==> config.mk <==
export PLATFORM = sky130hd
export DESIGN_NAME = pe_hi_scan
export DESIGN_NICKNAME = d
export VERILOG_FILES = /design/src/rtl/pe_pkg.sv /design/src/rtl/pe_prio_enc.sv /design/src/rtl/pe_hi_scan.sv
export SDC_FILE = /design/constraint.sdc
export NUM_CORES = 1
export LEC_CHECK = 0
export ABC_AREA = 1
export CAP_MARGIN = 5
export CORE_MARGIN = 3
export CORE_UTILIZATION = 48
export DETAILED_ROUTE_END_ITERATION = 10
export PLACE_DENSITY = 0.85
export SYNTH_ARGS = -nofsm -noshare
export SYNTH_HDL_FRONTEND = slang
export SYNTH_SLANG_ARGS = --single-unit
==> constraint.sdc <==
create_clock -name clk -period 1.73 [get_ports clk]
set_input_delay 0.173 -clock clk [delete_from_list [all_inputs] [get_ports clk]]
set_output_delay 0.173 -clock clk [all_outputs]
set_load 0.02 [all_outputs]
==> src/rtl/pe_pkg.sv <==
`default_nettype none
// ============================================================================
// Module      : pe_pkg
// Description : Shared types and helpers for the priority-encoder scan family.
// Revision    : 1.0 - initial release
// ============================================================================
package pe_pkg;

    // Scanner FSM encoding (one bit, explicit width)
    typedef enum logic [0:0] {
        ST_IDLE = 1'b0,
        ST_SCAN = 1'b1
    } state_t;

    // Ceiling log2 that never returns less than 1, so a one-entry range still
    // gets a real (one-bit) counter.
    function automatic int clog2_min1(input int n);
        int r;
        r = 0;
        for (int i = 0; i < 31; i++) begin
            if ((32'sd1 << i) < n) begin
                r = i + 1;
            end
        end
        return (r < 1) ? 1 : r;
    endfunction

endpackage : pe_pkg
`default_nettype wire

==> src/rtl/pe_prio_enc.sv <==
`default_nettype none
// ============================================================================
// Module      : pe_prio_enc
// Description : Combinational highest-bit priority encoder of arbitrary width.
//               idx is the position of the highest set bit (0 if none),
//               any flags a non-zero vector.
// Revision    : 1.0 - initial release
// ============================================================================
module pe_prio_enc #(
    parameter int WIDTH = 8,
    parameter int IDX_W = $clog2(WIDTH)
) (
    input  logic [WIDTH-1:0] vec,
    output logic [IDX_W-1:0] idx,
    output logic             any
);

    // Ascending scan: later (higher) set bits overwrite lower ones
    always_comb begin
        idx = '0;
        for (int i = 0; i < WIDTH; i++) begin
            if (vec[i]) begin
                idx = IDX_W'(i);
            end
        end
    end

    assign any = |vec;

endmodule : pe_prio_enc
`default_nettype wire

==> src/rtl/pe_hi_scan.sv <==
`default_nettype none
// ============================================================================
// Module      : pe_hi_scan
// Description : Accepts a WIDTH-bit vector over valid/ready and streams out
//               the positions of its set bits, highest first, up to MAX_HITS
//               beats. A zero vector yields one beat flagged empty.
// Revision    : 1.0 - initial release
// ============================================================================
module pe_hi_scan
    import pe_pkg::*;
#(
    parameter int WIDTH    = 8,
    parameter int MAX_HITS = WIDTH,
    parameter int IDX_W    = $clog2(WIDTH),
    parameter int RANK_W   = clog2_min1(MAX_HITS)
) (
    input  logic              clk,
    input  logic              rst_n,
    input  logic              in_valid,
    output logic              in_ready,
    input  logic [WIDTH-1:0]  in_data,
    output logic              out_valid,
    input  logic              out_ready,
    output logic [IDX_W-1:0]  out_idx,
    output logic [RANK_W-1:0] out_rank,
    output logic              out_last,
    output logic              out_empty
);

    state_t              state, state_nxt;
    logic [WIDTH-1:0]    held, held_nxt;
    logic [RANK_W-1:0]   rank, rank_nxt;

    logic [IDX_W-1:0]    enc_idx;
    logic                enc_any;
    logic                single_bit;
    logic                rank_full;
    logic [WIDTH-1:0]    clr_mask;
    logic                beat_last;

    pe_prio_enc #(
        .WIDTH (WIDTH),
        .IDX_W (IDX_W)
    ) u_enc (
        .vec (held),
        .idx (enc_idx),
        .any (enc_any)
    );

    // At most one bit set (also true for zero) means this beat ends the vector
    assign single_bit = ((held & (held - WIDTH'(1))) == '0);
    assign rank_full  = (rank == RANK_W'(MAX_HITS - 1));
    assign clr_mask   = WIDTH'(1) << enc_idx;
    assign beat_last  = !enc_any || single_bit || rank_full;

    // State, held vector and rank counter registers
    always_ff @(posedge clk or negedge rst_n) begin
        if (!rst_n) begin
            state <= ST_IDLE;
            held  <= '0;
            rank  <= '0;
        end else begin
            state <= state_nxt;
            held  <= held_nxt;
            rank  <= rank_nxt;
        end
    end

    // Next-state logic and handshake/beat outputs; beat fields are forced to
    // zero outside SCAN so the idle bus matches the reset values.
    always_comb begin
        state_nxt = state;
        held_nxt  = held;
        rank_nxt  = rank;
        in_ready  = 1'b1;
        out_valid = 1'b0;
        out_idx   = '0;
        out_rank  = '0;
        out_last  = 1'b0;
        out_empty = 1'b0;
        case (state)
            ST_IDLE: begin
                if (in_valid) begin
                    state_nxt = ST_SCAN;
                    held_nxt  = in_data;
                    rank_nxt  = '0;
                end
            end
            ST_SCAN: begin
                in_ready  = 1'b0;
                out_valid = 1'b1;
                out_idx   = enc_idx;
                out_rank  = rank;
                out_last  = beat_last;
                out_empty = !enc_any;
                if (out_ready) begin
                    if (beat_last) begin
                        // Any bits beyond MAX_HITS are dropped here
                        state_nxt = ST_IDLE;
                        held_nxt  = '0;
                        rank_nxt  = '0;
                    end else begin
                        held_nxt  = held & ~clr_mask;
                        rank_nxt  = rank + RANK_W'(1);
                    end
                end
            end
            default: begin
                state_nxt = ST_IDLE;
                held_nxt  = '0;
                rank_nxt  = '0;
            end
        endcase
    end

endmodule : pe_hi_scan
`default_nettype wire

# == Word-level counts from Yosys, hierarchy flattened ==
# Index checks and enable logic that the tools add are counted.
# totals
ff_bits,12
input_bits,12
out_inout_bits,10
elab_cells,44
# op_classes
add_sub_neg,2
n_eq_ne,3
shift,1
muxes,25
bitwise_logic,4
n_reduce_logical,6
# op_table
cell,n
$mux 3,9
$mux 8,3
$and 8x8->8,2
$pmux 8 s2,1
$logic_not 8->1,1
$mux 1,8
$not 8->8,1
$reduce_or 8->1,1
$shl 1x3->8 const A,1
$sub 8x1->8 const B,1
$pmux 3 s2,1
$mux 2,2
$ne 2x2->1 const B,2
$add 3x1->3 const B,1
$eq 3x3->1 const B,1
$logic_or 1x1->1,2
$pmux 1 s2,1
$reduce_and 2->1,1
$logic_not 1->1,1
$not 1->1,1

# == Longest topological paths before layout ==
# Gate-level depths: netlist (run 1).
# logic_depth
depth_word,13
depth_mapped,10

# == Cells and area by module ==
# Synthesis (run 1) repeated with hierarchy kept, for this count alone.
# hier_totals
cells_unflattened,145
area_unflattened_um2,1016.0
# by_module_without_submodules
mod,n_inst,cells_each,area_each_um2,seq_area_each_um2
pe_hi_scan,1,125,938.4,300.3
pe_prio_enc,1,20,77.6,0.0

# == Worst setup path after synthesis (run 1) ==
# Ideal clock, no wire load.
# synth_timing
path_kind,register -> output
start,register state
end,output port out_empty
arrival_ns,1.342
t_required_ns,1.557
path_slack_ns,0.215
stages_incl_launch_ff,4
cell_sequence,dfrtp_1 buf_2 inv_2 nor3_1
# synth_between
elab_chain_cells,1
# synth_rtl
element,line,text
"start, declared",pe_hi_scan.sv:30,"state_t state, state_nxt;"
"start signal, assigned",pe_hi_scan.sv:63,state <= state_nxt;
$mux 1,pe_hi_scan.sv:81,case (state)
"end, declared",pe_hi_scan.sv:27,output logic out_empty
# No other way between the ends.

# == Final worst setup path (run 1) ==
# layout_timing
start,register held[3]
end,output port out_last
# layout_between
elab_chain_cells,6
elab_cells_between_ends,8
cone_classes,add/sub: 1; mux: 1; bitwise: 1; reduce/logical: 5
# layout_rtl
element,line,text
"start, declared",pe_hi_scan.sv:31,"logic [WIDTH-1:0] held, held_nxt;"
"start signal, assigned",pe_hi_scan.sv:64,held <= held_nxt;
$sub 8x1->8,pe_hi_scan.sv:51,assign single_bit = ((held & (held - WIDTH'(1))) == '0);
$and 8x8->8,pe_hi_scan.sv:51,
$logic_not 8->1,pe_hi_scan.sv:51,
$logic_or 1x1->1 * (2 in a row),pe_hi_scan.sv:54,assign beat_last = !enc_any || single_bit || rank_full;
$mux 1 *,pe_hi_scan.sv:81,
"end, declared",pe_hi_scan.sv:26,"output logic out_last,"
# Mark *: on every way between the ends. The rest lies on a longest branch, timed or not.

==> results of run 1 <==
==> cell type report <==
cell class | instances | area, um^2 | area share (%)
inverters | 20 | 75.1 | 5.99
well taps | 24 | 30.0 | 2.40
flip-flops and latches | 12 | 302 | 24.1
clock buffers | 3 | 22.5 | 1.80
multi-input cells | 103 | 494 | 39.4
repair buffers | 39 | 330 | 26.3
==> power breakdown <==
group	leakage (uW)	switching [uW]	internal, uW
Combinational	0.000536	664	538
Clock	0.0000138	90.0	80.7
Sequential	0.000134	110	392
==> path summary, 6_finish.rpt <==
path | from | depth (start not counted) | to | slack, ns
max | held[3] | 6 | out_last | 0.06
min | rst_n | 1 | held[0] | 0.25
max reg2reg | held[3] | 9 | held[4] | 0.24
min reg2reg | rank[2] | 2 | rank[2] | 0.55
max in group asynchronous | rst_n | 1 | held[5] | 1.08
min in group clk | in_data[7] | 3 | held[7] | 0.48
==> worst max-delay path, stage by stage (launching register included) <==
cell,delay (ns)
dfrtp_1,0.41
nor2_2,0.18
nor2_1,0.08
nor2_2,0.16
nand3_4,0.08
a21oi_1,0.14
buf_4,0.16
==> sequential cells by signal, indices dropped and copies added (netlist names) <==
name	cells
rank	3
held	8
state	1
==> cell families after synthesis <==
kind of cell	count (synthesis)	share of synthesized area, %
fa+ha+maj	2	2.85
flops	12	34.2
buf+inv	22	9.97
simple gates	86	44.0
compound gates	15	8.97
==> layout by cell type (no fill, tap or decap), types with 2 or more instances in the layout <==
cell,Yosys,routed
nor2_4,3,3
nand2_1,44,44
clkdlybuf4s50_1,0,13
nor2_2,3,3
nand3_1,4,4
clkbuf_4,0,3
dlymetal6s2s_1,0,2
a21oi_1,6,5
buf_4,1,19
ha_1,2,2
o21ai_1,4,4
dlygate4sd2_1,0,2
nor2_1,27,27
inv_1,14,14
buf_2,1,2
inv_2,5,5
o21ai_0,3,3
dfrtp_1,12,11
==> stage by stage <==
| stage | std cells | setup slack, ns |
|---|---|---|
| floorplan | 137 | 0.215 |
| global placement | 197 | -0.0319 |
| detailed placement | 197 | -0.0648 |
| CTS | 200 | -0.0503 |
| global route | 201 | -0.0263 |
| finish | 201 | 0.0612 |
==> metal layers <==
layer | wire length, um | track usage (%) | vias up
met4 | 43 | 8.53 | 0
met3 | 188 | 2.45 | 7
met5 | 0 | 0 | -
li1 | - | - | 499
met2 | 1260 | 40.5 | 46
met1 | 1010 | 28.1 | 475
==> repair_timing <==
item	4_1_cts	5_1_grt
pin swaps	0	1
setup buffers	0	1
endpoints found under the setup margin	6	5
gates resized for setup	16	7
hold buffers	0	0
==> out/results.ini, run 1 <==
[clocking]
cts_root_buf = clkbuf_4
cts.clk_slew.worst_paths_ns = 0.07
numCtsBuffers = 3
cts.sinks = 12
h-tree-depth = 1
tritoncts = built
clock_latency_ns = 0.28
cts.path.max_buffers = 2

[route]
detail_route.vias_per_cell = 5.11
vias = 1027
drt_pre_antenna_iters = 4
drt_wl_total_um = 2500
drc = 0
wl_per_cell_um = 12.4
antenna_left = 0
first_iter_violations = 54

[sta]
rsz0062_at_grt = true
fin_skew_ns = 0.00905
hold_ws_ns = 0.254
period_needed_ns = 1.67
slew_headroom_pct = 62.3
finalSetupViolations = 0
tns_ns = 0
fin_crit_sh_pct = 96.5
slew_violations = 0
timing_hold_violations_final = 0
fmax_ghz = 0.599
tightest_slew_ns = 0.563

[power]
total_leakage_power_uw = 0.000684
ir_drop_mv = 1.03
p_per_area_nw_per_um2 = 1500
power_uw = 1870

[layout]
n_antenna_cell = 0
fillers = 130
drive_gt1_share_pct = 23.2
final_nets = 193
final_util_pct = 77.8
final_area_um2 = 1250
areaGrowthSynthToFinish_pct = 42.7

[die]
die_y_um = 48.8
start_util_pct = 54.5
rows = 14
core-area_um2 = 1610
ioPinCount = 22
die_area_um2 = 2380
die_x_um = 48.8

[grt]
antenna_found_initial = 0
grt_pass1_vias = 990
grt_max_degree = 13
grt_usage_pct = 22.8
grt-ovfl-total = 0
grt_pass1_wl_um = 4250

[synth]
synth_warnings = 0
synth-seq-cells = 12
netlist_instances = 137
syn_avg_cell_area_um2 = 6.41
async_reset_ff_share_pct = 100
syn-num-nets = 151
synth_edf_count = 0
yosysMostFrequentCell = nand2_1
synth-main-ff-cell = dfrtp_1
yosysSeqAreaShare_pct = 34.2
ys_top_cells_by_area = dfrtp_1 34%, nand2_1 19%, nor2_1 12%, inv_1 6.0%, nor2_4 3.8%
synth_area_leader_cell = dfrtp_1
yosys-top-cells-count = 44 x nand2_1, 27 x nor2_1, 14 x inv_1
synth_top_area_share_pct = 34.2
synthDistinctLibCells = 22
synth.cell_area_um2 = 878

[placement]
dp_hpwl_um = 1930
dpl_cell_area_um2 = 1230
place_congestion = 0.884
port_buffers = 21

[setup_path]
cp_max_fo = 3
setup.worst_path.start_class = register
worstPathRequired_ns = 1.56
cp-end-kind = primary output
crit_arrival_ns = 1.50
path_class = register to primary output

[run_status]
status = finished, final reports clean

[worst_hold_path]
hold_path.class = input port to async pin

[run]
cap_viol_max_count = 0

Note: power is estimated with default switching activity, not from simulation.
==> run 2, diff against run 1 <==
--- a/config.mk
+++ b/config.mk
@@ -6,7 +6,6 @@
 export NUM_CORES = 1
 export LEC_CHECK = 0
 export ABC_AREA = 1
-export CAP_MARGIN = 5
 export CORE_MARGIN = 3
 export CORE_UTILIZATION = 48
 export DETAILED_ROUTE_END_ITERATION = 10
==> results of run 2 <==
Same layout as run 1: the final DEF is identical, and so are final timing and power.
==> run 3, diff against run 2 <==
--- a/config.mk
+++ b/config.mk
@@ -6,7 +6,6 @@
 export NUM_CORES = 1
 export LEC_CHECK = 0
 export ABC_AREA = 1
-export CORE_MARGIN = 3
 export CORE_UTILIZATION = 48
 export DETAILED_ROUTE_END_ITERATION = 10
 export PLACE_DENSITY = 0.85
==> out/results.ini, run 3 (same netlist as run 1, synthesis figures left out) <==
[sta]
slew_violations = 0
slew_headroom_pct = 64.2
fin_crit_sh_pct = 97.2
setup_ws_ns = 0.0476
hold_ws_ns = 0.237
fin_skew_ns = 0.00580
tightest_slew_ns = 0.535
period_needed_ns = 1.68
timing_hold_violations_final = 0
fmax_ghz = 0.594
finalSetupViolations = 0

[setup_path]
timing.rr.start = held[3]
cp_slowest_cell = dfrtp_1
crit_top_cell = nor2_2
r2r_cells = 9
crit_arrival_ns = 1.51
cp-end-kind = primary output
setup.worst_path.start_class = register
worstPathCellList = nor2_2 -> nor2_1 -> nor2_2 -> nand3_4 -> a21oi_1 -> buf_2
crit_cells = 6
cp_max_fo = 4
startpoint = held[3]
crit_buf_inv = 1
crit_family = simple AND/OR/NAND/NOR gates
worstPathRequired_ns = 1.56
critPathMaxStageDelay_ns = 0.42
r2r_end = held[4]
path_class = register to primary output
setup.worst_path.end = out_last
r2r_setup_slack_ns = 0.26

[placement]
place_congestion = 0.887
port_buffers = 21
dpl_cell_area_um2 = 1230
dp_cells = 198
dp_hpwl_um = 1810
post-place-ws_ns = -0.0381

[worst_hold_path]
hold_path.class = input port to async pin

[power]
ir_drop_mv = 0.984
p_per_area_nw_per_um2 = 1490
total_leakage_power_uw = 0.000699

[route]
wl_per_cell_um = 11.4
antenna_left = 0
drt_wl_total_um = 2310
first_iter_violations = 18
drt_pre_antenna_iters = 4
vias = 998
detail_route.vias_per_cell = 4.94
drc = 0

[grt]
globalRouteMet3Util_pct = 3.20
use_met2_pct = 47.4
grt_usage_pct = 26.5
top_usage_layer = met2
antenna_found_initial = 0
grt-ovfl-total = 0
grt_pass1_vias = 955
grt_use_met1_pct = 30.2
grt_max_degree = 13
grt_pass1_wl_um = 3880

[clocking]
clock_latency_ns = 0.28
cts.path.max_buffers = 2
cts.clk_slew.worst_paths_ns = 0.08
cts.sinks = 12
cts_root_buf = clkbuf_4
h-tree-depth = 1
tritoncts = built
post_cts_buffers = 0
numCtsBuffers = 3

[die]
rows = 15
ioPinCount = 22
die_area_um2 = 2000
die_y_um = 44.8
core-area_um2 = 1730
start_util_pct = 50.9
die_x_um = 44.8

[run]
cap_viol_max_count = 0

[layout]
regMostFlops = held
layout.cells.non_filler = 202
final_cell_mix = 44 x nand2_1, 27 x nor2_1, 17 x buf_4
largest_reg_flops = 8
areaGrowthSynthToFinish_pct = 44.9
drive_gt1_share_pct = 22.6
layout_commonest_cell = nand2_1
reg_top3 = held (8), rank (3), state (1)
final_area_um2 = 1270
n_antenna_cell = 0
final_nets = 192

[run_status]
status = finished, final reports clean

-- run 3: what timing repair did --
action                     in CTS  in global routing
setup endpoints to repair       5                  6
hold buffers                    0                  0
hold endpoints to repair        0                  0
resized for setup              15                  7
pin swaps                       1                  0
-- run 3: worst min path at each step --
stage | start | endpoint | slack, ns | cells after the start
after CTS | rst_n | held[4] | 0.25 | 1
after detailed placement | rank[2] | rank[2] | 0.52 | 2
after global placement | rank[1] | rank[1] | 0.52 | 2
after global routing | rst_n | held[2] | 0.29 | 1
final | rst_n | held[4] | 0.24 | 1
after floorplan | rst_n | held[0] | -0.12 | 0
-- run 3: per-stage QoR --
stage          utilization, %  power (uW)  TNS [ns]
3_3_place_gp             71.5        1650   -0.0156
3_5_place_dp             71.5        1700   -0.0415
4_1_cts                  73.5        1910         0
5_1_grt                  73.7        2060   -0.0208
2_1_floorplan               -        1180         0
6_report                 73.7        1900         0
-- run 3: power breakdown --
part | total [uW] | switching, uW | internal (uW)
sequential | 513 | 123 | 389
combinational | 1160 | 632 | 526
clock | 227 | 98.4 | 128
total | 1900 | 854 | 1040
-- run 3: metal layers --
layer	wire length (um)	vias up	share of wire (%)
li1	-	498	-
met1	965	456	42
met2	1190	38	52
met3	112	6	4.8
met4	37	0	1.6
met5	0	-	0
-- run 3: cell type report --
cell class                      instances  area [um^2]
Clock buffer                            4         36.3
Timing Repair Buffer                   38          330
Sequential cell                        12          300
Fill cell                             125          454
Inverter                               20         75.1
Tap cell                               25         31.3
Multi-Input combinational cell        103          499
